## src/rtl/fifo_pkg.sv

```systemverilog
// Shared types and helpers for the FIFO pointer/flag controller and its storage array.
package fifo_pkg;

  localparam int FIFO_DEPTH_DEFAULT = 8;

  // Pointer carries one extra wrap bit above the word index.
  typedef logic [$clog2(FIFO_DEPTH_DEFAULT):0] ptr_t;

  // Increment an (aw+1)-bit pointer. The index wraps DEPTH-1 -> 0 and the wrap bit toggles.
  function automatic logic [31:0] ptr_next(input logic [31:0] p, input int aw);
    logic [31:0] mask;
    mask = (32'd1 << (aw + 1)) - 32'd1;
    return (p + 32'd1) & mask;
  endfunction

endpackage

```

## src/rtl/fifo_ptr_ctrl_if.sv

```systemverilog
// Request/status bundle between the FIFO pointer controller and its user.
// The almost_full/almost_empty pair exists only when FIFO_ALMOST_FLAGS_EN is defined.
interface fifo_ptr_ctrl_if
  import fifo_pkg::*;
#(
  parameter int DEPTH = FIFO_DEPTH_DEFAULT
);
  localparam int ADDR_W = $clog2(DEPTH);

  logic              wr_req;
  logic              rd_req;
  logic [DEPTH-1:0]  wr_en_vec;
  logic [ADDR_W-1:0] rd_addr;
  logic              full;
  logic              empty;
  logic [ADDR_W:0]   count;
`ifdef FIFO_ALMOST_FLAGS_EN
  logic              almost_full;
  logic              almost_empty;
`endif

  modport master (
    output wr_req,
    output rd_req,
    input  wr_en_vec,
    input  rd_addr,
    input  full,
    input  empty,
    input  count
`ifdef FIFO_ALMOST_FLAGS_EN
    , input almost_full
    , input almost_empty
`endif
  );

  modport slave (
    input  wr_req,
    input  rd_req,
    output wr_en_vec,
    output rd_addr,
    output full,
    output empty,
    output count
`ifdef FIFO_ALMOST_FLAGS_EN
    , output almost_full
    , output almost_empty
`endif
  );

endinterface

```

## src/rtl/fifo_onehot_dec.sv

```systemverilog
// Binary index to one-hot decoder; all-zero when the enable is low.
module fifo_onehot_dec
  import fifo_pkg::*;
#(
  parameter int DEPTH = FIFO_DEPTH_DEFAULT,
  localparam int ADDR_W = $clog2(DEPTH)
) (
  input  logic [ADDR_W-1:0] i_idx,
  input  logic              i_en,
  output logic [DEPTH-1:0]  o_vec
);

  always_comb begin
    o_vec = '0;
    if (i_en) o_vec[i_idx] = 1'b1;
  end

endmodule

```

## src/rtl/fifo_ptr_ctrl.sv

```systemverilog
// FIFO pointer and flag controller: one-hot word write enables, show-ahead read address,
// registered full/empty/count. Define FIFO_ALMOST_FLAGS_EN for almost_full/almost_empty.
module fifo_ptr_ctrl
  import fifo_pkg::*;
#(
  parameter int DEPTH = FIFO_DEPTH_DEFAULT
`ifdef FIFO_ALMOST_FLAGS_EN
  , parameter int AF_LEVEL = DEPTH - 2
  , parameter int AE_LEVEL = 1
`endif
) (
  input logic            clk,
  input logic            rst_n,
  fifo_ptr_ctrl_if.slave bus
);

  localparam int ADDR_W = $clog2(DEPTH);
  typedef logic [ADDR_W:0] lptr_t;
  localparam lptr_t ONE = {{ADDR_W{1'b0}}, 1'b1};

  lptr_t            r_wr_ptr;
  lptr_t            r_rd_ptr;
  lptr_t            r_count;
  logic             r_full;
  logic             r_empty;

  lptr_t            w_wr_ptr_nxt;
  lptr_t            w_rd_ptr_nxt;
  lptr_t            w_count_nxt;
  logic             w_wr_acc;
  logic             w_rd_acc;
  logic             w_full_nxt;
  logic             w_empty_nxt;
  logic [DEPTH-1:0] w_wr_en_vec;

  // rst_n gates the write accept so no storage enable can pulse while reset is held.
  assign w_wr_acc = bus.wr_req & ~r_full & rst_n;
  assign w_rd_acc = bus.rd_req & ~r_empty;

  assign w_wr_ptr_nxt = w_wr_acc ? lptr_t'(ptr_next(32'(r_wr_ptr), ADDR_W)) : r_wr_ptr;
  assign w_rd_ptr_nxt = w_rd_acc ? lptr_t'(ptr_next(32'(r_rd_ptr), ADDR_W)) : r_rd_ptr;

  always_comb begin
    w_count_nxt = r_count;
    if (w_wr_acc && !w_rd_acc)      w_count_nxt = r_count + ONE;
    else if (!w_wr_acc && w_rd_acc) w_count_nxt = r_count - ONE;
  end

  assign w_empty_nxt = (w_wr_ptr_nxt == w_rd_ptr_nxt);
  assign w_full_nxt  = (w_wr_ptr_nxt[ADDR_W-1:0] == w_rd_ptr_nxt[ADDR_W-1:0]) &&
                       (w_wr_ptr_nxt[ADDR_W] != w_rd_ptr_nxt[ADDR_W]);

  always_ff @(posedge clk or negedge rst_n) begin
    if (!rst_n) begin
      r_wr_ptr <= '0;
      r_rd_ptr <= '0;
      r_count  <= '0;
      r_full   <= 1'b0;
      r_empty  <= 1'b1;
    end else begin
      r_wr_ptr <= w_wr_ptr_nxt;
      r_rd_ptr <= w_rd_ptr_nxt;
      r_count  <= w_count_nxt;
      r_full   <= w_full_nxt;
      r_empty  <= w_empty_nxt;
    end
  end

  fifo_onehot_dec #(
    .DEPTH (DEPTH)
  ) u_wr_dec (
    .i_idx (r_wr_ptr[ADDR_W-1:0]),
    .i_en  (w_wr_acc),
    .o_vec (w_wr_en_vec)
  );

  assign bus.wr_en_vec = w_wr_en_vec;
  assign bus.rd_addr   = r_rd_ptr[ADDR_W-1:0];
  assign bus.full      = r_full;
  assign bus.empty     = r_empty;
  assign bus.count     = r_count;

`ifdef FIFO_ALMOST_FLAGS_EN
  localparam lptr_t AF_L = lptr_t'(AF_LEVEL);
  localparam lptr_t AE_L = lptr_t'(AE_LEVEL);

  logic r_almost_full;
  logic r_almost_empty;

  always_ff @(posedge clk or negedge rst_n) begin
    if (!rst_n) begin
      r_almost_full  <= 1'b0;
      r_almost_empty <= 1'b1;
    end else begin
      r_almost_full  <= (w_count_nxt >= AF_L);
      r_almost_empty <= (w_count_nxt <= AE_L);
    end
  end

  assign bus.almost_full  = r_almost_full;
  assign bus.almost_empty = r_almost_empty;
`endif

endmodule

```

## src/flat_wrapper.sv

```systemverilog
// flat-port wrapper written by rule: the top's interface ports become plain ports
module fifo_ptr_ctrl_flat import fifo_pkg::*;
#(
  parameter int DEPTH = FIFO_DEPTH_DEFAULT

)
  (clk, rst_n, bus_wr_req, bus_rd_req, bus_wr_en_vec, bus_rd_addr, bus_full, bus_empty, bus_count);
  fifo_ptr_ctrl_if #(.DEPTH(DEPTH)) bus_i ();
  input logic clk;
  input logic rst_n;
  input wire logic [$bits(bus_i.wr_req)-1:0] bus_wr_req;
  input wire logic [$bits(bus_i.rd_req)-1:0] bus_rd_req;
  output wire logic [$bits(bus_i.wr_en_vec)-1:0] bus_wr_en_vec;
  output wire logic [$bits(bus_i.rd_addr)-1:0] bus_rd_addr;
  output wire logic [$bits(bus_i.full)-1:0] bus_full;
  output wire logic [$bits(bus_i.empty)-1:0] bus_empty;
  output wire logic [$bits(bus_i.count)-1:0] bus_count;
  assign bus_i.wr_req = bus_wr_req;
  assign bus_i.rd_req = bus_rd_req;
  assign bus_wr_en_vec = bus_i.wr_en_vec;
  assign bus_rd_addr = bus_i.rd_addr;
  assign bus_full = bus_i.full;
  assign bus_empty = bus_i.empty;
  assign bus_count = bus_i.count;
  fifo_ptr_ctrl #(.DEPTH(DEPTH)) u_core (.clk(clk), .rst_n(rst_n), .bus(bus_i));
endmodule
```

## config.mk

```make
export PLATFORM = sky130hd
export DESIGN_NAME = fifo_ptr_ctrl_flat
export DESIGN_NICKNAME = d
export VERILOG_FILES = /design/src/rtl/fifo_pkg.sv /design/src/rtl/fifo_ptr_ctrl_if.sv /design/src/rtl/fifo_onehot_dec.sv /design/src/rtl/fifo_ptr_ctrl.sv /design/src/flat_wrapper.sv
export SDC_FILE = /design/constraint.sdc
export NUM_CORES = 1
export LEC_CHECK = 0
export CAP_MARGIN = 10
export CORE_MARGIN = 5
export CORE_UTILIZATION = 38
export DETAILED_ROUTE_END_ITERATION = 16
export SLEW_MARGIN = 10
export SYNTH_ARGS = -nofsm -noshare
export SYNTH_HDL_FRONTEND = slang
export SYNTH_SLANG_ARGS = --single-unit
export TNS_END_PERCENT = 50
```

## constraint.sdc

```tcl
create_clock -name clk -period 2.6 [get_ports clk]
set_clock_uncertainty 0.2 [all_clocks]
set_input_delay 0.26 -clock clk [delete_from_list [all_inputs] [get_ports clk]]
set_output_delay 0.26 -clock clk [all_outputs]
set_load 0.1 [all_outputs]
```

==> tab_implementation.tex <==
\begin{tabular}{lr}
\hline
Metric & Value \\
\hline
\multicolumn{2}{l}{\textbf{Status}} \\
Outcome & completed \\
\multicolumn{2}{l}{\textbf{Worst setup path}} \\
Instance count on the critical path & 11 \\
Required time worst endpoint & $\sim$2600 ps \\
Endpoint arrival time on the critical path & between 2000 and 2500 ps \\
Buffers plus inverters on the worst setup path & 3 \\
Reg-to-reg setup timing slack & approximately 350 ps \\
Critical Path Start Type & primary input \\
Critical path's slowest cell & sky130\_fd\_sc\_hd\_\_clkdlybuf4s50\_1 \\
Worst setup path startpoint & bus\_wr\_req \\
Worst-path fanout max & 4 \\
Gate family responsible for the most delay along the worst path & buffers and inverters \\
Depth of the worst register-to-register path & 10 \\
Worst reg2reg path startpoint & u\_core.bus.full \\
End of the worst register-to-register path & u\_core.bus.count[3] \\
Delay of the slowest cell on the worst path & 550 ps \\
Start-to-end type of the worst setup path & in2reg \\
Crit-path cells & clkdlybuf4s50\_1, nand3b\_4, inv\_1, ha\_1, inv\_1, ha\_1, a21o\_1, a21oi\_1, xnor2\_1, nor2\_1, xor2\_1 \\
Category of the worst setup path capture point & register \\
Crit path to & u\_core.bus.count[3] \\
\multicolumn{2}{l}{\textbf{Logic synthesis}} \\
Post-synthesis share of cell area spent on xor and xnor gates & 0.151 \\
Main combinational cell family by area after synthesis & simple AND/OR/NAND/NOR gates \\
Gate count after technology mapping & 71 \\
Area fraction in and, or, nand and nor cells after synthesis & 0.177 \\
Post-synthesis cell area & 812 sq um \\
Sequential share of the synthesized area & 0.433 \\
Number of synthesized register bits & 14 \\
Adder and majority gate portion of the synthesized area & 0.102 \\
Average cell area after synthesis & 11.4 sq um \\
Multiplexer area fraction after synthesis & 0.0647 \\
Number of distinct library cell variants in the gate-level netlist after synthesis & 26 \\
Syn Nets & slightly above 80 \\
Warnings from Yosys & 0 \\
Synthesized-area fraction occupied by ao, oa, aoi and oai cells & 0.0216 \\
\multicolumn{2}{l}{\textbf{Route}} \\
DR pass1 iterations & 2 \\
DRC & 0 \\
ANT nets after route & 0 \\
Average wire per standard cell & 12.3 um \\
Vias post-DR & 561 \\
Routed Wire Length & approximately 1500 um \\
Vias per Instance & 4.64 \\
Number of DRC markers after the initial detailed-route iteration & 5 \\
\multicolumn{2}{l}{\textbf{Floorplan}} \\
Top-level port count & 21 \\
Initial standard-cell utilization of the core & 0.406 \\
Area of the core & 0.00200 sq mm \\
Site Rows & 16 \\
Die Outline Area & 0.00316 sq mm \\
Chip width & 56.2 um \\
Die outline height & 56.2 um \\
\multicolumn{2}{l}{\textbf{Clock tree}} \\
Number of clock sinks seen by CTS & 14 \\
Post-CTS Repair Setup Buffers & 0 \\
Number of H-tree levels & 1 \\
Cts bufs inserted & 3 \\
Clock slew at the register clock pins of the worst setup and hold paths & about 90 ps \\
CTS tree & built \\
Number of instances resized during post-cts repair & 0 \\
Clk\_lat worst skew & 280 ps \\
Number of hold-repair buffers added at the cts stage & 0 \\
Buffer type at the clock tree root & sky130\_fd\_sc\_hd\_\_clkbuf\_4 \\
Buffer depth of the longest clock path & 2 \\
\multicolumn{2}{l}{\textbf{Final layout}} \\
Area Growth Syn to Fin & 43.9\% \\
Count of nets after finishing & roughly 110 \\
Fraction of layout cells with a size suffix above 1 & 0.383 \\
Number of antenna cells inserted & 0 \\
Commonest non-fill, non-tap cell in the layout & sky130\_fd\_sc\_hd\_\_dfrtp\_1 \\
Commonest non-fill, non-tap cells in the layout & sky130\_fd\_sc\_hd\_\_dfrtp\_1, sky130\_fd\_sc\_hd\_\_buf\_4, sky130\_fd\_sc\_hd\_\_buf\_12 \\
Layout fillers & 182 \\
\multicolumn{2}{l}{\textbf{Timing}} \\
Worst Hold Slack & 206 ps \\
Final cycle utilization of the critical path & 0.890 \\
Number of setup violations in the final report & 0 \\
Measured slew at the worst slew-check pin & between 200 and 300 ps \\
Headroom to the max-slew limit & 0.809 \\
Final Hold Fails & 0 \\
Final number of max-transition violations & 0 \\
Unrepaired setup endpoints after global routing & no \\
Maximum clock frequency & 432 MHz \\
Clock period minus worst slack & 2320 ps \\
\multicolumn{2}{l}{\textbf{Global routing}} \\
Via count of the first global-routing pass & about 600 \\
Number of antenna violations at the first check in global routing & 0 \\
Pin count of the biggest net entering global routing & 17 \\
First-pass GRT wire length & 2740 um \\
Residual overflow from global routing & 0 \\
Global routing usage summed across all routing layers & 0.112 \\
\multicolumn{2}{l}{\textbf{Place}} \\
Last weighted congestion value of the routability-driven placer & 0.711 \\
Estimated wirelength of the detail-placed design & 1220 um \\
\# port buffers & 20 \\
\multicolumn{2}{l}{\textbf{Run}} \\
Max-cap violation count & 0 \\
\multicolumn{2}{l}{\textbf{Worst hold path}} \\
Path type of the worst min-delay path & in2async \\
\hline
\end{tabular}
## Yosys cell counts (all sizes together)
cell / count / share of area
nand4b: 2 / 0.022
mux2: 3 / 0.065
nand2: 2 / 0.0092
or2: 1 / 0.0077
dfrtp: 13 / 0.40
nand3b: 2 / 0.034
dfstp: 1 / 0.032
a21oi: 1 / 0.0062
buf: 3 / 0.028
nor3: 2 / 0.012
nand4: 1 / 0.0077
or3: 1 / 0.0077
xor2: 7 / 0.076
xnor2: 7 / 0.076
fa: 1 / 0.025
o21ai: 1 / 0.0062
a21o: 1 / 0.0092
nor2b: 2 / 0.025
nor2: 8 / 0.037
nand2b: 2 / 0.015
ha: 5 / 0.077
inv: 5 / 0.023
## final cells by class
| class | instances | area (sq um) | area share |
|---|---|---|---|
| Tap cell | 27 | 33.8 | 0.0289 |
| Inverter | 5 | 18.8 | 0.0161 |
| Sequential cell | 14 | 352 | 0.301 |
| Timing Repair Buffer | 22 | 273 | 0.233 |
| Clock buffer | 4 | 36.3 | 0.0310 |
| Multi-Input combinational cell | 49 | 455 | 0.390 |
## how the worst min path moves through the flow
stage	slack [ps]	to	cells past startpoint
3_3_place_gp	270	u_core.bus.count[3]	1
5_1_grt	210	u_core.bus.count[1]	2
6_report	210	u_core.bus.count[1]	2
2_1_floorplan	-240	u_core.bus.count[0]	0
4_1_cts	210	u_core.bus.count[1]	2
3_5_place_dp	270	u_core.bus.count[3]	1
## routing by layer
layer | up-vias | share of wire | GRT usage
met2 | 14 | 0.48 | 0.174
met1 | 272 | 0.44 | 0.134
met3 | 2 | 0.075 | 0.0603
met5 | - | 0 | 0
li1 | 273 | - | -
met4 | 0 | 0.011 | 0.0305
## state kept, by name, indices dropped and copies added, names as in the netlist
name	cells
u_core.r_wr_ptr	4
u_core.r_rd_ptr	4
u_core.bus.empty	1
u_core.bus.count	4
u_core.bus.full	1
## stage by stage
step,TNS (ps),cell area (sq um),std cells,setup WS [ps],util
after floorplan,-1740,848,71,-327,-
after global placement,0,1130,117,83.6,0.566
after detailed placement,-47.6,1130,117,-47.6,0.566
after CTS,0,1170,121,266,0.584
after global routing,0,1170,121,170,0.584
final,0,1170,121,285,0.584
## kinds of logic after synthesis
family / after synthesis
compound gates: 3
xor+xnor: 14
mux: 3
fa+ha+maj: 6
simple gates: 23
buf+inv: 8
flops: 14
Power is not shown: default switching activity piles up to over one toggle a cycle in this logic, so the estimate is an artifact.
